**config.mk**
```make
export PLATFORM = sky130hd
export DESIGN_NAME = pc_sequencer
export DESIGN_NICKNAME = d
export VERILOG_FILES = /design/src/rtl/pc_pkg.sv /design/src/rtl/pc_target_calc.sv /design/src/rtl/pc_sequencer.sv
export SDC_FILE = /design/constraint.sdc
export NUM_CORES = 1
export LEC_CHECK = 0
export BUFFER_PORTS_ARGS = -buffer_cell sky130_fd_sc_hd__buf_4
export CAP_MARGIN = 10
export CORE_MARGIN = 8
export CORE_UTILIZATION = 49
export CTS_CLUSTER_SIZE = 40
export DETAILED_ROUTE_END_ITERATION = 12
export GPL_ROUTABILITY_DRIVEN = 0
export PLACE_DENSITY = 0.88
export SYNTH_ARGS = -nofsm -noshare
export SYNTH_HDL_FRONTEND = slang
export SYNTH_SLANG_ARGS = --single-unit
```
**constraint.sdc**
```tcl
create_clock -name Clk -period 2.6 [get_ports Clk]
set_clock_uncertainty 0.15 [all_clocks]
set_input_delay 0.26 -clock Clk [delete_from_list [all_inputs] [get_ports Clk]]
set_output_delay 0.26 -clock Clk [all_outputs]
set_load 0.005 [all_outputs]
```
**src/rtl/pc_pkg.sv**
```systemverilog
// Shared encodings for the fetch-stage PC sequencer: redirect control codes and FSM states.
package pc_pkg;

  localparam logic [1:0] PC_SEQ = 2'd0;
  localparam logic [1:0] PC_BR  = 2'd1;
  localparam logic [1:0] PC_JR  = 2'd2;
  localparam logic [1:0] PC_JA  = 2'd3;

  typedef enum logic [1:0] {
    IDLE   = 2'd0,
    RUN    = 2'd1,
    BUBBLE = 2'd2
  } pc_state_e;

endpackage

```
**src/rtl/pc_target_calc.sv**
```systemverilog
// Combinational redirect-target computation for branch, jump-register and jump-absolute.
module pc_target_calc
  import pc_pkg::*;
#(
  parameter int unsigned WIDTH = 32,
  parameter int unsigned SHIFT = 2
) (
  input  logic [1:0]             control,
  input  logic [WIDTH-1:0]       addIn,
  input  logic [WIDTH-1:0]       shiftIn,
  input  logic [WIDTH-1:0]       A,
  input  logic [WIDTH-5-SHIFT:0] JAddress,
  output logic [WIDTH-1:0]       target,
  output logic                   misaligned
);

  logic [WIDTH-1:0] br_target;
  logic [WIDTH-1:0] jr_target;
  logic [WIDTH-1:0] ja_target;

  assign br_target  = addIn + (shiftIn << SHIFT);
  assign jr_target  = {A[WIDTH-1:SHIFT], {SHIFT{1'b0}}};
  assign ja_target  = {addIn[WIDTH-1:WIDTH-4], JAddress, {SHIFT{1'b0}}};
  assign misaligned = |A[SHIFT-1:0];

  always_comb begin
    target = br_target;
    case (control)
      PC_JR:   target = jr_target;
      PC_JA:   target = ja_target;
      default: target = br_target;
    endcase
  end

endmodule

```
**src/rtl/pc_sequencer.sv**
```systemverilog
// Fetch-stage PC register with stall hold, redirect priority, post-redirect bubbles and JR alignment check.
//   state  | meaning
//   IDLE   | just out of reset; pc held at RESET_PC, fetch invalid
//   RUN    | fetching; pc advances unless stalled
//   BUBBLE | fetch invalid after a redirect; bcnt counts down to RUN
module pc_sequencer
  import pc_pkg::*;
#(
  parameter int unsigned      WIDTH    = 32,
  parameter int unsigned      INC      = 4,
  parameter int unsigned      SHIFT    = 2,
  parameter logic [WIDTH-1:0] RESET_PC = '0,
  parameter int unsigned      BUBBLES  = 1
) (
  input  logic                   Clk,
  input  logic                   Rst_n,
  input  logic                   stall,
  input  logic                   redirectValid,
  input  logic [1:0]             control,
  input  logic [WIDTH-1:0]       addIn,
  input  logic [WIDTH-1:0]       shiftIn,
  input  logic [WIDTH-1:0]       A,
  input  logic [WIDTH-5-SHIFT:0] JAddress,
  output logic [WIDTH-1:0]       pc,
  output logic [WIDTH-1:0]       pcPlus,
  output logic                   pcValid,
  output logic                   alignErr
);

  localparam logic [1:0] BCNT_LOAD = (BUBBLES == 0) ? 2'd0 : 2'(BUBBLES - 1);

  pc_state_e        state_q, state_d;
  logic [1:0]       bcnt_q, bcnt_d;
  logic [WIDTH-1:0] pc_q, pc_d;
  logic             align_err_q, align_err_d;

  logic [WIDTH-1:0] target;
  logic             misaligned;
  logic             taken;

  pc_target_calc #(
    .WIDTH (WIDTH),
    .SHIFT (SHIFT)
  ) u_target (
    .control    (control),
    .addIn      (addIn),
    .shiftIn    (shiftIn),
    .A          (A),
    .JAddress   (JAddress),
    .target     (target),
    .misaligned (misaligned)
  );

  assign taken = redirectValid && (control != PC_SEQ);

  always_comb begin
    state_d     = state_q;
    bcnt_d      = bcnt_q;
    pc_d        = pc_q;
    align_err_d = 1'b0;

    if (taken) begin
      // A redirect beats every hold condition, including stall and an active bubble.
      pc_d        = target;
      align_err_d = (control == PC_JR) && misaligned;
      bcnt_d      = BCNT_LOAD;
      state_d     = (BUBBLES == 0) ? RUN : BUBBLE;
    end else begin
      case (state_q)
        IDLE: state_d = RUN;
        BUBBLE: begin
          if (bcnt_q == 2'd0) begin
            state_d = RUN;
          end else begin
            bcnt_d = bcnt_q - 2'd1;
          end
        end
        RUN: begin
          if (!stall) pc_d = pc_q + WIDTH'(INC);
        end
        default: state_d = IDLE;
      endcase
    end
  end

  always_ff @(posedge Clk or negedge Rst_n) begin
    if (!Rst_n) begin
      state_q     <= IDLE;
      bcnt_q      <= 2'd0;
      pc_q        <= RESET_PC;
      align_err_q <= 1'b0;
    end else begin
      state_q     <= state_d;
      bcnt_q      <= bcnt_d;
      pc_q        <= pc_d;
      align_err_q <= align_err_d;
    end
  end

  assign pc       = pc_q;
  assign pcPlus   = pc_q + WIDTH'(INC);
  assign pcValid  = (state_q == RUN);
  assign alignErr = align_err_q;

endmodule
```
## Word level (Yosys, flattened, before mapping)

Cells that the tools add are included.

- Register bits: 37
- Bits in latches: 0
- RAM bits: 0
- ROM bits: 0
- Input bits: 128
- Output and inout bits: 66
- Logic and storage cells: 37
- Memories: 0

- $add $sub $neg: 3
- $mul: 0
- Div/mod/pow operators: 0
- Magnitude comparators: 0
- Equal/unequal tests: 8
- Shift-type cells: 0
- Multiplexer cells: 11
- Bitwise logic cells: 0
- Reductions and logical operators: 11

Operators by type and width:

| cell | number |
|---|---|
| 32-bit two-way mux | 3 |
| 32-bit one-hot mux with 2 select lines | 1 |
| 32-bit by 3-bit adder with 32-bit output (second input constant) | 1 |
| 32-bit adder | 1 |
| 2-bit two-way mux | 5 |
| 2-bit == test (second input constant) | 3 |
| 2-bit one-hot mux with 3 select lines | 1 |
| 2-bit AND reduction | 3 |
| 2-bit nonzero test | 3 |
| 2-bit zero test | 2 |
| 2-bit by 1-bit != test with 1-bit output (second input constant) | 2 |
| 3-bit != test (second input constant) | 1 |
| 2-bit by 1-bit == test with 1-bit output (second input constant) | 1 |
| 1-bit logical AND | 2 |
| 2-bit != test (second input constant) | 1 |
| 2-bit OR reduction | 1 |
| 2-bit by 1-bit subtractor with 2-bit output (second input constant) | 1 |
| 1-bit two-way mux | 1 |

## Logic depth before layout (Yosys ltp)

- Word-level depth: 4
- Mapped depth: 10
- Mapped depth without buffers: 10

## Hierarchy

From an unflattened synthesis, not the netlist that was laid out.

- Cell total of the unflattened synthesis: 623
- Area, all modules: 4819.6 µm²

Modules (own cells, without submodules):

| module | instances | cells an instance | area each (µm²) | seq. area each (µm²) |
|---|---|---|---|---|
| pc_sequencer | 1 | 301 | 2533.7 | 925.9 |
| pc_target_calc | 1 | 322 | 2285.9 | 0.0 |

## Worst setup path after synthesis

Ideal clock, no wire load.

- Path kind: input to register
- Start: in addIn[2]
- End: reg pc_q[28], in the netlist pc[28]
- Library setup time: 0.134 ns
- Arrival: 2.393 ns
- Required time: 2.316 ns
- Setup slack: -0.077 ns
- Stages: 10
- Buffers on the path: 0
- Cells stage by stage: ha_1 > fa_1 > a21o_1 > a221oi_2 > o211ai_2 > a2bb2oi_2 > o211ai_1 > a221oi_2 > xor2_1 > a21boi_1

- Word-level cells in the longest chain between the ends: 3

RTL lines:

| item | line | source |
|---|---|---|
| from (decl) | pc_sequencer.sv:20 | `input logic [WIDTH-1:0] addIn,` |
| 32-bit adder | pc_target_calc.sv:21 | `assign br_target = addIn + (shiftIn << SHIFT);` |
| 32-bit one-hot mux with 2 select lines | pc_target_calc.sv:28 | `case (control)` |
| 32-bit two-way mux | pc_sequencer.sv:62 | `if (taken) begin` |
| to (signal assigned) | pc_sequencer.sv:95 | `pc_q <= pc_d;` |
| to (decl) | pc_sequencer.sv:34 | `logic [WIDTH-1:0] pc_q, pc_d;` |

No other way between the ends.
A chain may end at the register's enable or synchronous reset.

## Final worst setup path

- Start: reg pc_q[15], in the netlist pc[15]
- End: out pcPlus[26]

- Word-level cells in the longest chain between the ends: 1

RTL lines:

| item | line | source |
|---|---|---|
| 32-bit by 3-bit adder with 32-bit output | pc_sequencer.sv:101 | `assign pcPlus = pc_q + WIDTH'(INC);` |
| to (decl) | pc_sequencer.sv:25 | `output logic [WIDTH-1:0] pcPlus,` |

No other way between the ends.

==> impl_metrics.csv <==
group,metric,value,unit
outcome,outcome,"finished clean",
synthesis,synth-async-reset-ratio,1.00,
clock_tree,cts_made_buffers,5,
finish,area_growth_syn_to_layout,44.9,%
clock_tree,tritoncts,"done",
grt,grt-ovfl-total,0,
critical_path,reg2regPathDepth,12,
pwr,ir_drop,217,uV
critical_path,cp_top_family,"simple AND/OR/NAND/NOR gates",
timing,max_slew_margin,0.645,
timing,period_share,0.984,
critical_path,critPathArrivalTime,2.15,ns
floorplan,floorplan.initialDensity,0.496,
min_path,worstHoldStart,"addIn[0]",
timing,post-route-min-period,2.56,ns
synthesis,synth_nets,737,
pwr,p_leak,3.06,nW
grt,antenna_found_initial,0,
routing,vias,5388,
placement,dp_hpwl,13400,um
min_path,hold_depth,3,
critical_path,worstPathRequired,2.19,ns
floorplan,fp.coreArea,9060,um^2
job,maxCapViolCount,0,
floorplan,num_rows,35,
pwr,p_seq_frac,0.273,
critical_path,startpoint_type,"register",
critical_path,cp_slowest_stage_delay,0.44,ns
timing,setup_viol,0,
routing,first_pass_iters,5,
finish,final_cell_mix,"buf_4 (233), nand2_1 (83), a21oi_1 (51), xnor2_1 (38)",
routing,drtIter0Drc,304,
pwr,combPwrFrac,0.527,
finish,fillers,657,
synthesis,netlist_instances,577,
grt,track_usage,0.256,
synthesis,syn_avg_cell_area,7.79,um^2
timing,worst_pin_slew,0.533,ns
floorplan,die_area,12500,um^2
routing,drc,0,
clock_tree,clock-sinks,37,
timing,setup_ws,0.0427,ns
clock_tree,cts_max_level,2,
floorplan,io_pins,194,
synthesis,ys_ff_latch,37,
finish,fin_nets,952,
timing,hold_violations,0,
min_path,holdPathEnd,"pc[0]$_DFFE_PN0P_",
pwr,power.density,460,nW/um^2
floorplan,die_y,112,um
grt,grt_pass1_vias,5538,
placement,place_ws,-0.245,ns
critical_path,critPathKind,"reg -> out",
critical_path,crit_buf_inv,1,
critical_path,r2r_end,"pc[16]$_DFFE_PN0P_",
floorplan,die_w,112,um
synthesis,synth_warnings,0,
critical_path,cp-startpoint,"pc[15]$_DFFE_PN0P_",
pwr,p_switching,1.12,mW
pwr,p_clk_frac,0.200,
synthesis,synth_flop_cell,"dfrtp_1",
finish,final_common_cell,"buf_4",
critical_path,r2r_start,"pc[2]$_DFFE_PN0P_",
synthesis,synth_area,4500,um^2
synthesis,ys_types,70,
critical_path,r2r_slack,0.13,ns
synthesis,synth_edf_count,0,
routing,via_per_inst,5.96,
critical_path,cp-end-kind,"output pin",
routing,avgRoutedWirePerCell,18.4,um
critical_path,worstPathCellList,"nand4_1 > nor4_4 > and2_4 > nand3_1 > xnor2_2 > buf_4",
critical_path,critPathMaxFanout,5,
grt,grt_max_degree,44,
timing,slew_viol_final,0,
finish,diodes,0,
clock_tree,root_buffer,"clkbuf_8",
clock_tree,insertion_delay,0.30,ns
min_path,holdCritPathClass,"in -> reg",
clock_tree,cts_buffer_depth,2,
placement,dp_cells,891,
routing,wl,16600,um
routing,ant_nets,0,
synthesis,ys_seq_area_frac,0.206,
finish,drive_above_1_share,0.372,
critical_path,cpMaxStageDelayCell,"dfrtp_1",
placement,io_buffers,191,
timing,fmax,391,MHz
grt,grt_pass1_wl,26700,um
pwr,switching_share,0.375,
pwr,p_int,1.87,mW
finish,layout.cells.non_filler,904,
clock_tree,clkSlewWorstSetupHoldPaths,0.07,ns
## Yosys cell counts, types with 8 or more instances
| cell | n | area, um^2 |
|---|---|---|
| a211oi_1 | 10 | 75.1 |
| a21o_1 | 21 | 158 |
| a21oi_1 | 53 | 265 |
| and3_1 | 11 | 68.8 |
| clkbuf_1 | 21 | 78.8 |
| dfrtp_1 | 37 | 926 |
| ha_1 | 31 | 388 |
| inv_1 | 10 | 37.5 |
| mux2_2 | 12 | 135 |
| nand2_1 | 84 | 315 |
| nand3_1 | 17 | 85.1 |
| nand4_1 | 8 | 50.1 |
| nor2_1 | 39 | 146 |
| nor2b_1 | 10 | 62.6 |
| nor3_1 | 8 | 40.0 |
| o211ai_1 | 8 | 60.1 |
| o21ai_0 | 25 | 125 |
| o22ai_1 | 10 | 62.6 |
| xnor2_1 | 41 | 359 |
| xor2_1 | 21 | 184 |
## worst max path at each step
stage	to	slack, ns	cells after the start
2_1_floorplan	pc[28]$_DFFE_PN0P_	0.03	10
3_3_place_gp	pc[28]$_DFFE_PN0P_	-0.15	11
3_5_place_dp	pc[28]$_DFFE_PN0P_	-0.25	11
4_1_cts	pcPlus[28]	0.004	7
5_1_grt	pcPlus[16]	-0.01	8
6_report	pcPlus[26]	0.04	6
## power by group through the flow
stage,clock [mW],sequential [mW],combinational [mW]
6_report,0.601,0.817,1.58
3_3_place_gp,0,0.807,1.47
4_1_cts,0.597,0.806,1.54
2_1_floorplan,0,0.805,0.756
3_5_place_dp,0,0.813,1.51
5_1_grt,0.624,0.829,1.70
## sequential cells by signal, summed over array words and instances (netlist names)
name / count
pc: 32
state_q: 2
bcnt_q: 2
alignErr: 1
## worst register-to-register path, delay by kind of cell (launching register included)
family                     cells  cell delay, ns
AOI/OAI and AO/OA              1            0.31
xor gates and xnor gates       1            0.12
adders and majority gates      1            0.23
buffers and inverters          3            0.47
DFF                            1            0.41
and+or+nand+nor                6            0.67
## per-layer routing
| layer | share of wire | global-route usage | up-vias |
|---|---|---|---|
| met5 | 0 | 0 | - |
| met1 | 0.39 | 0.299 | 2506 |
| met4 | 0.018 | 0.0802 | 0 |
| li1 | - | - | 2540 |
| met2 | 0.50 | 0.447 | 313 |
| met3 | 0.093 | 0.0628 | 29 |
## cells by family after synthesis
family	share of synthesized area
xor gates and xnor gates	0.124
and+or+nand+nor	0.223
AOI/OAI and AO/OA	0.276
adders and majority gates	0.0907
muxes	0.0456
DFF	0.206
buffers and inverters	0.0342
## layout make-up
class | count | area (um^2) | area share
clock buffer | 5 | 68.8 | 0.0106
clock inverter | 3 | 65.1 | 0.00999
inverter | 11 | 41.3 | 0.00634
multi-input combinational | 503 | 3510 | 0.539
sequential | 37 | 930 | 0.143
tap | 111 | 139 | 0.0213
timing repair buffer | 234 | 1760 | 0.270
## metrics by stage
step,TNS (ns),util,hold slack (ns),power (mW),area [um^2]
final,0,0.719,0.0798,3.00,6510
after global routing,-0.0177,0.719,0.119,3.16,6510
after CTS,0,0.710,0.0761,2.94,6440
after detailed placement,-2.15,0.690,0.0979,2.32,6260
after global placement,-0.928,0.690,0.0970,2.28,6260
after floorplan,0,-,-0.186,1.56,4510
## repair_timing
item                                    in CTS  in global routing
hold buffers                                 1                  0
buffers inserted                             2                  2
endpoints found under the setup margin       4                 20
endpoints found under the hold margin       37                  0
gates resized for setup                      4                 19
pin swaps                                    1                  9
No activity file was read; power rests on OpenSTA's default activity.
